--- src/rtl/icache_pkg.sv ---
// icache_pkg: shared types and width helpers for the instruction cache.
//   state_t   - refill FSM state (IDLE, REFILL)
//   offset_w  - word-offset field width for a given words-per-line
//   index_w   - line-index field width for a given line count
//   tag_w     - tag field width for a given word-address width
package icache_pkg;

  localparam int unsigned DATA_W = 32;

  typedef enum logic [0:0] {
    IDLE   = 1'b0,
    REFILL = 1'b1
  } state_t;

  function automatic int unsigned offset_w(input int unsigned words);
    return $clog2(words);
  endfunction

  function automatic int unsigned index_w(input int unsigned lines);
    return $clog2(lines);
  endfunction

  function automatic int unsigned tag_w(input int unsigned aw,
                                        input int unsigned lines,
                                        input int unsigned words);
    return aw - $clog2(lines) - $clog2(words);
  endfunction

endpackage

--- src/rtl/icache_fetch_if.sv ---
// icache_fetch_if: refill bus between the cache and backing instruction memory.
//   mem_req   - cache -> mem, a refill beat is requested
//   mem_addr  - cache -> mem, word address of the current beat
//   mem_rdata - mem -> cache, beat data
//   mem_ready - mem -> cache, beat accepted and data valid this cycle
// Modports: master (cache side), slave (memory side).
interface icache_fetch_if #(
  parameter int unsigned AW = 30
);
  import icache_pkg::*;

  logic              mem_req;
  logic [AW-1:0]     mem_addr;
  logic [DATA_W-1:0] mem_rdata;
  logic              mem_ready;

  modport master (
    output mem_req,
    output mem_addr,
    input  mem_rdata,
    input  mem_ready
  );

  modport slave (
    input  mem_req,
    input  mem_addr,
    output mem_rdata,
    output mem_ready
  );

endinterface

--- src/rtl/icache_line_store.sv ---
// icache_line_store: valid/tag/data arrays of the direct-mapped cache.
//   rd_index/rd_offset -> rd_valid, rd_tag, rd_data : combinational lookup
//   wr_index           : line addressed by every write-side operation
//   wr_en/wr_offset/wr_data : one data word written per cycle
//   tag_we/wr_tag      : tag write
//   valid_set/valid_clr: set/clear valid[wr_index]; clr_all clears every line
// Only the valid bits are reset; data and tags are don't-care until valid.
module icache_line_store
  import icache_pkg::*;
#(
  parameter int unsigned LINES = 16,
  parameter int unsigned WORDS = 4,
  parameter int unsigned TW    = 24,
  parameter int unsigned IW    = index_w(LINES),
  parameter int unsigned OW    = offset_w(WORDS)
) (
  input  logic              clk,
  input  logic              reset,
  input  logic [IW-1:0]     rd_index,
  input  logic [OW-1:0]     rd_offset,
  output logic              rd_valid,
  output logic [TW-1:0]     rd_tag,
  output logic [DATA_W-1:0] rd_data,
  input  logic [IW-1:0]     wr_index,
  input  logic              wr_en,
  input  logic [OW-1:0]     wr_offset,
  input  logic [DATA_W-1:0] wr_data,
  input  logic              tag_we,
  input  logic [TW-1:0]     wr_tag,
  input  logic              valid_set,
  input  logic              valid_clr,
  input  logic              clr_all
);

  logic [DATA_W-1:0] data_q [LINES][WORDS];
  logic [TW-1:0]     tag_q  [LINES];
  logic [LINES-1:0]  valid_q;

  // Combinational read port
  assign rd_valid = valid_q[rd_index];
  assign rd_tag   = tag_q[rd_index];
  assign rd_data  = data_q[rd_index][rd_offset];

  // Valid bits: clear-all dominates single-line operations
  always_ff @(posedge clk) begin
    if (reset) begin
      valid_q <= '0;
    end else if (clr_all) begin
      valid_q <= '0;
    end else if (valid_clr) begin
      valid_q[wr_index] <= 1'b0;
    end else if (valid_set) begin
      valid_q[wr_index] <= 1'b1;
    end
  end

  // Data and tag arrays (not reset)
  always_ff @(posedge clk) begin
    if (wr_en) begin
      data_q[wr_index][wr_offset] <= wr_data;
    end
    if (tag_we) begin
      tag_q[wr_index] <= wr_tag;
    end
  end

endmodule

--- src/rtl/icache_fetch.sv ---
// icache_fetch: direct-mapped read-only instruction cache on the fetch path.
//   clk, reset          - clock, synchronous active-high reset
//   pc_addr, pc_valid   - fetch word address and request
//   flush               - invalidate all lines
//   instr, hit, stall   - combinational lookup result and fetch stall
//   mem (master)        - refill bus: mem_req/mem_addr registered out,
//                         mem_rdata/mem_ready in
// Optional feature macro ICACHE_STATS_EN adds hit_count/miss_count outputs.
module icache_fetch
  import icache_pkg::*;
#(
  parameter int unsigned LINES = 16,
  parameter int unsigned WORDS = 4,
  parameter int unsigned AW    = 30
) (
  input  logic              clk,
  input  logic              reset,
  input  logic [AW-1:0]     pc_addr,
  input  logic              pc_valid,
  input  logic              flush,
  output logic [DATA_W-1:0] instr,
  output logic              hit,
  output logic              stall,
`ifdef ICACHE_STATS_EN
  output logic [31:0]       hit_count,
  output logic [31:0]       miss_count,
`endif
  icache_fetch_if.master    mem
);

  localparam int unsigned OW = offset_w(WORDS);
  localparam int unsigned IW = index_w(LINES);
  localparam int unsigned TW = tag_w(AW, LINES, WORDS);
  localparam int unsigned LW = AW - OW;

  // Fetch address split
  logic [OW-1:0] pc_off;
  logic [IW-1:0] pc_idx;
  logic [TW-1:0] pc_tag;
  assign pc_off = pc_addr[OW-1:0];
  assign pc_idx = pc_addr[OW +: IW];
  assign pc_tag = pc_addr[AW-1 -: TW];

  // Registered state
  state_t        state_q, state_n;
  logic [OW-1:0] beat_q, beat_n;
  logic [LW-1:0] line_q, line_n;
  logic          req_q, req_n;
  logic [AW-1:0] addr_q, addr_n;
  logic          fpend_q, fpend_n;

  // Line store controls
  logic [IW-1:0]     st_wr_index;
  logic              st_wr_en;
  logic              st_tag_we;
  logic              st_vset;
  logic              st_vclr;
  logic              st_clr_all;
  logic              st_valid;
  logic [TW-1:0]     st_tag;
  logic [DATA_W-1:0] st_data;

  logic [IW-1:0] line_idx;
  logic [TW-1:0] line_tag;
  logic [OW-1:0] beat_inc;
  logic          tag_hit;

  assign line_idx = line_q[IW-1:0];
  assign line_tag = line_q[LW-1 -: TW];
  assign beat_inc = beat_q + OW'(1);

  icache_line_store #(
    .LINES (LINES),
    .WORDS (WORDS),
    .TW    (TW),
    .IW    (IW),
    .OW    (OW)
  ) u_store (
    .clk       (clk),
    .reset     (reset),
    .rd_index  (pc_idx),
    .rd_offset (pc_off),
    .rd_valid  (st_valid),
    .rd_tag    (st_tag),
    .rd_data   (st_data),
    .wr_index  (st_wr_index),
    .wr_en     (st_wr_en),
    .wr_offset (beat_q),
    .wr_data   (mem.mem_rdata),
    .tag_we    (st_tag_we),
    .wr_tag    (line_tag),
    .valid_set (st_vset),
    .valid_clr (st_vclr),
    .clr_all   (st_clr_all)
  );

  // Lookup and stall, combinational from pc_addr
  assign tag_hit = st_valid && (st_tag == pc_tag);
  assign hit     = pc_valid && (state_q == IDLE) && tag_hit;
  assign stall   = (pc_valid && (state_q == IDLE) && !tag_hit) || (state_q == REFILL);
  assign instr   = st_data;

  assign mem.mem_req  = req_q;
  assign mem.mem_addr = addr_q;

  // Next-state and store-control logic
  always_comb begin
    state_n     = state_q;
    beat_n      = beat_q;
    line_n      = line_q;
    req_n       = req_q;
    addr_n      = addr_q;
    fpend_n     = fpend_q;
    st_wr_index = pc_idx;
    st_wr_en    = 1'b0;
    st_tag_we   = 1'b0;
    st_vset     = 1'b0;
    st_vclr     = 1'b0;
    st_clr_all  = 1'b0;

    case (state_q)
      IDLE: begin
        // A flush wins over starting a refill in the same cycle
        if (flush) begin
          st_clr_all = 1'b1;
        end else if (pc_valid && !tag_hit) begin
          line_n  = {pc_tag, pc_idx};
          beat_n  = '0;
          st_vclr = 1'b1;
          req_n   = 1'b1;
          addr_n  = {pc_tag, pc_idx, OW'(0)};
          fpend_n = 1'b0;
          state_n = REFILL;
        end
      end
      REFILL: begin
        st_wr_index = line_idx;
        if (flush) begin
          fpend_n = 1'b1;
        end
        if (mem.mem_ready) begin
          st_wr_en = 1'b1;
          beat_n   = beat_inc;
          addr_n   = {line_q, beat_inc};
          if (beat_q == OW'(WORDS - 1)) begin
            // A flush seen at any point of the refill leaves the line invalid
            st_tag_we = 1'b1;
            st_vset   = !(fpend_q || flush);
            req_n     = 1'b0;
            fpend_n   = 1'b0;
            state_n   = IDLE;
          end
        end
      end
    endcase
  end

  // State register
  always_ff @(posedge clk) begin
    if (reset) begin
      state_q <= IDLE;
      beat_q  <= '0;
      line_q  <= '0;
      req_q   <= 1'b0;
      addr_q  <= '0;
      fpend_q <= 1'b0;
    end else begin
      state_q <= state_n;
      beat_q  <= beat_n;
      line_q  <= line_n;
      req_q   <= req_n;
      addr_q  <= addr_n;
      fpend_q <= fpend_n;
    end
  end

`ifdef ICACHE_STATS_EN
  logic miss_start;
  assign miss_start = (state_q == IDLE) && (state_n == REFILL);

  // Hit/miss counters, free-running with natural wrap
  always_ff @(posedge clk) begin
    if (reset) begin
      hit_count  <= '0;
      miss_count <= '0;
    end else begin
      if (hit) begin
        hit_count <= hit_count + 32'd1;
      end
      if (miss_start) begin
        miss_count <= miss_count + 32'd1;
      end
    end
  end
`else
  // Statistics disabled: no counters are built.
`endif

endmodule

--- src/flat_wrapper.sv ---
// flat-port wrapper written by rule: the top's interface ports become plain ports
module icache_fetch_flat import icache_pkg::*;
#(
  parameter int unsigned LINES = 16,
  parameter int unsigned WORDS = 4,
  parameter int unsigned AW    = 30
)
  (clk, reset, pc_addr, pc_valid, flush, instr, hit, stall, mem_mem_req, mem_mem_addr, mem_mem_rdata, mem_mem_ready);
  icache_fetch_if #(.AW(AW)) mem_i ();
  input  logic clk;
  input  logic reset;
  input  logic [AW-1:0] pc_addr;
  input  logic pc_valid;
  input  logic flush;
  output logic [DATA_W-1:0] instr;
  output logic hit;
  output logic stall;
  output wire logic [$bits(mem_i.mem_req)-1:0] mem_mem_req;
  output wire logic [$bits(mem_i.mem_addr)-1:0] mem_mem_addr;
  input wire logic [$bits(mem_i.mem_rdata)-1:0] mem_mem_rdata;
  input wire logic [$bits(mem_i.mem_ready)-1:0] mem_mem_ready;
  assign mem_mem_req = mem_i.mem_req;
  assign mem_mem_addr = mem_i.mem_addr;
  assign mem_i.mem_rdata = mem_mem_rdata;
  assign mem_i.mem_ready = mem_mem_ready;
  icache_fetch #(.LINES(LINES), .WORDS(WORDS), .AW(AW)) u_core (.clk(clk), .reset(reset), .pc_addr(pc_addr), .pc_valid(pc_valid), .flush(flush), .instr(instr), .hit(hit), .stall(stall), .mem(mem_i));
endmodule
--- config.mk ---
export PLATFORM = sky130hd
export DESIGN_NAME = icache_fetch_flat
export DESIGN_NICKNAME = d
export VERILOG_FILES = /design/src/rtl/icache_pkg.sv /design/src/rtl/icache_fetch_if.sv /design/src/rtl/icache_line_store.sv /design/src/rtl/icache_fetch.sv /design/src/flat_wrapper.sv
export SDC_FILE = /design/constraint.sdc
export NUM_CORES = 2
export LEC_CHECK = 0
export BUFFER_PORTS_ARGS = -buffer_cell sky130_fd_sc_hd__buf_2
export CAP_MARGIN = 15
export CORE_MARGIN = 2
export CORE_UTILIZATION = 39
export DETAILED_ROUTE_END_ITERATION = 10
export GPL_TIMING_DRIVEN = 0
export PLACE_DENSITY = 0.51
export SETUP_SLACK_MARGIN = 0.02
export SLEW_MARGIN = 10
export SYNTH_ARGS = -nofsm -noshare
export SYNTH_HDL_FRONTEND = slang
export SYNTH_HIERARCHICAL = 1
export SYNTH_SLANG_ARGS = --single-unit
--- constraint.sdc ---
create_clock -name clk -period 4.2 [get_ports clk]
set_input_delay 0.42 -clock clk [delete_from_list [all_inputs] [get_ports clk]]
set_output_delay 0.42 -clock clk [all_outputs]
set_load 0.1 [all_outputs]
==> results.cfg <==
[die]
fp.dieW_um = 500.4
start_util_pct = 39.15
design.die.area_um2 = 250400
rows = 182
die_y_um = 500.4
boundaryPins = 132
core_um2 = 245500

[worst_setup_path]
critPathCaptureType = primary output
slowest_delay_ns = 0.51
crit_chain = buf_4 -> clkbuf_4 -> or2_2 -> clkbuf_1 -> clkbuf_2 -> o22ai_1 -> nor2_2 -> a21oi_1 -> a221oi_2 -> buf_4
crit_slowest_cell = a221oi_2
critPathMaxFanout = 10
cp_common_cell = buf_4
start_kind = input port
critPathRequiredTime_ns = 3.78
worstPathArrival_ns = 3.79
crit_type = in2out

[synth]
synth-seq-area-share_pct = 77.59
ys_warn_count = 6
synth_nets = 4315
synthFlopType = edfxtp_1
synthTopCellsByArea = edfxtp_1, mux4_2, dfxtp_1
yosysTopAreaCellShare_pct = 75.99
synth_top_cell_by_area = edfxtp_1
async_flop_share_pct = 0
synth-seq-cells = 2509
synthCells = 4247
syn-cell-area_um2 = 96110
yosys-top-cells-count = edfxtp_1, mux4_2, nor2_1
synth.most_common_cell = edfxtp_1
synth_edf_count = 2432
avgSynthCellArea_um2 = 22.63
yosysUniqueCellTypes = 48

[clock_tree]
cts_inserted_buffers = 286
clock-sinks = 2509
path_clk_slew_ns = 0.06
cts_htree_levels = 5
cts_tree = done
clock_latency_ns = 0.92
cts-root-buf = clkbuf_16
cts_max_path_buffers = 4

[timing]
grt_setup_unrepaired = true
fmaxAchievable_ghz = 0.2374
fin_crit_ns = 4.213
postLayoutSetupSlackWorst_ns = -0.01290
fin_skew_ns = 0.05711
hold_viol = 0
tightest_slew_ns = 1.194
post-route-period-util_pct = 100.3
holdWs_ns = 0.05316
setup_viol = 1
drv_slew = 0
slew_headroom_pct = 20.42

[layout]
area_growth_pct = 19.63
nNetsFinal = 4983
layout.cells.non_filler = 8335
drive_above_1_share_pct = 32.00

[outcome]
violations = setup timing
status = complete, but fails checks

[global_route]
grt_max_degree = 65
grt-ovfl-total = 0
use_met2_pct = 36.65
antenna_found_initial = 23
grt.total_usage_pct = 23.43
use_met3_pct = 4.157
grtUsageMet1_pct = 34.03
top_usage_layer = met2
grt_pass1_wl_um = 404000
grt_pass1_vias = 48880

[routing]
drtIter0Drc = 6330
drt-total-wl_um = 295800
drc = 0
drtPass1Iterations = 6
viasPerCell = 5.951
ant_nets = 0
via_count = 49600
wl_per_cell_um = 35.49

[power_and_ir_drop]
p_leak_nw = 36.59
ir_drop_mv = 0.3286
finalPower_mw = 54.46
power_density_nw_per_um2 = 473.7

[place]
place_inst = 7722
hpwlAfterDp_um = 197100
place.port_buffers = 130
place_congestion = 0.8543

[flow_run]
drv_cap = 0

[worst_hold_path]
hp-class = in2reg
==> kinds of logic (layout without fill, tap and decap cells) <==
group           Yosys count  count (layout)  synth area share [%]
buf+inv                 256            1118                 1.635
fa+ha+maj                 1               1               0.01302
xor+xnor                 24              24                0.2187
mux                     703             703                 15.83
flops                  2509            2509                 77.59
compound gates          427             427                 3.121
other cells               0               6                     0
simple gates            327             327                 1.595
==> flip-flops by register name (all words and copies together) (netlist names), named ones only <==
name	flops
u_core/beat_q	1
u_core/u_store/tag_q	384
u_core/mem.mem_addr	29
u_core/line_q	28
u_core/mem.mem_req	1
u_core/state_q	1
u_core/fpend_q	1
u_core/u_store/data_q	2048
==> critical path, delay by kind of cell <==
| kind | cells | cell delay [ns] |
|---|---|---|
| buffers and inverters | 5 | 1.77 |
| AOI/OAI and AO/OA | 3 | 0.99 |
| and+or+nand+nor | 2 | 0.56 |
==> per-stage QoR <==
stage | util [%] | setup WS (ns) | TNS [ns] | cell area, µm²
after floorplan | - | 0.3393 | 0 | 96240
after global placement | 41.11 | -2.711 | -4805.40 | 100900
after detailed placement | 42.43 | -2.083 | -441.03 | 104200
after CTS | 46.59 | 0.01267 | 0 | 114400
after global routing | 46.83 | -0.03018 | -0.03018 | 115000
final | 46.83 | -0.01290 | -0.01290 | 115000
==> placed cells by master, fill, tap and decap left out, types with 11 or more instances in the layout <==
master         Yosys  layout
edfxtp_1        2432    2432
mux4_2           580     581
clkbuf_16          0     293
buf_4             26     138
clkbuf_1         100     132
buf_2             52     122
buf_12             8     114
a21oi_1          117     109
o22ai_1           89      89
nand2_1           82      81
dfxtp_1           77      77
nor2_4             0      69
mux2i_1           63      63
mux4_1            56      55
clkinv_1           0      51
buf_6             39      48
dlygate4sd3_1      0      43
buf_16             0      43
a22o_1            42      42
nor2_1           119      40
a22oi_1           36      36
clkinv_2           0      31
clkbuf_2           0      31
a211oi_1          27      27
a221oi_1          39      25
o221ai_1          25      25
nor3_1            22      21
o31ai_1           18      18
nor2b_1           15      15
bufinv_16          0      13
nand3_1           14      13
a221oi_2           0      13
clkbuf_4           0      11
nand2b_1          11      11
==> final timing paths <==
path	startpoint	endpoint	slack (ns)	cells after the start
min	mem_mem_rdata[16]	u_core/u_store/data_q[0][16]	0.05	1
max reg2reg	u_core/state_q	u_core/u_store/data_q[15][12]	0.05	8
min reg2reg	u_core/line_q[0]	u_core/line_q[0]	0.46	2
max	pc_addr[5]	instr[25]	-0.01	10
==> power breakdown <==
group,switching [mW],internal [mW],total (mW),leakage [nW]
registers,0.0841,27.5,27.6,22.8
logic,2.50,1.14,3.64,9.66
clock network,9.66,13.6,23.2,4.16
==> cell type report <==
cell class                      count  area [µm²]
Clock buffer                      370        7652
Clock inverter                    112       894.6
Timing Repair Buffer              382        4787
Fill cell                       20250      130500
Multi-Input combinational cell   1482       21020
Buffer                            249        1981
Inverter                            5       21.27
Antenna cell                        6       15.01
Tap cell                         3220        4029
Sequential cell                  2509       74570
==> what timing repair did <==
| item | 4_1_cts | 5_1_grt |
|---|---|---|
| setup buffers | 52 | 24 |
| endpoints found under the hold margin | 140 | 76 |
| pin swaps | 18 | 9 |
| hold buffers | 38 | 5 |
| cloned | 0 | 0 |
| gates resized for setup | 233 | 25 |
| setup endpoints to repair | 1291 | 87 |
==> layer usage <==
metal	part of all wire (%)	vias to the layer above	wire [µm]
met5	0.0081	-	24
met4	2.8	4	8254
met3	7.6	464	22620
met2	47	2201	138400
met1	43	27320	126500
li1	-	19620	-
(Power assumes the default switching activity.)
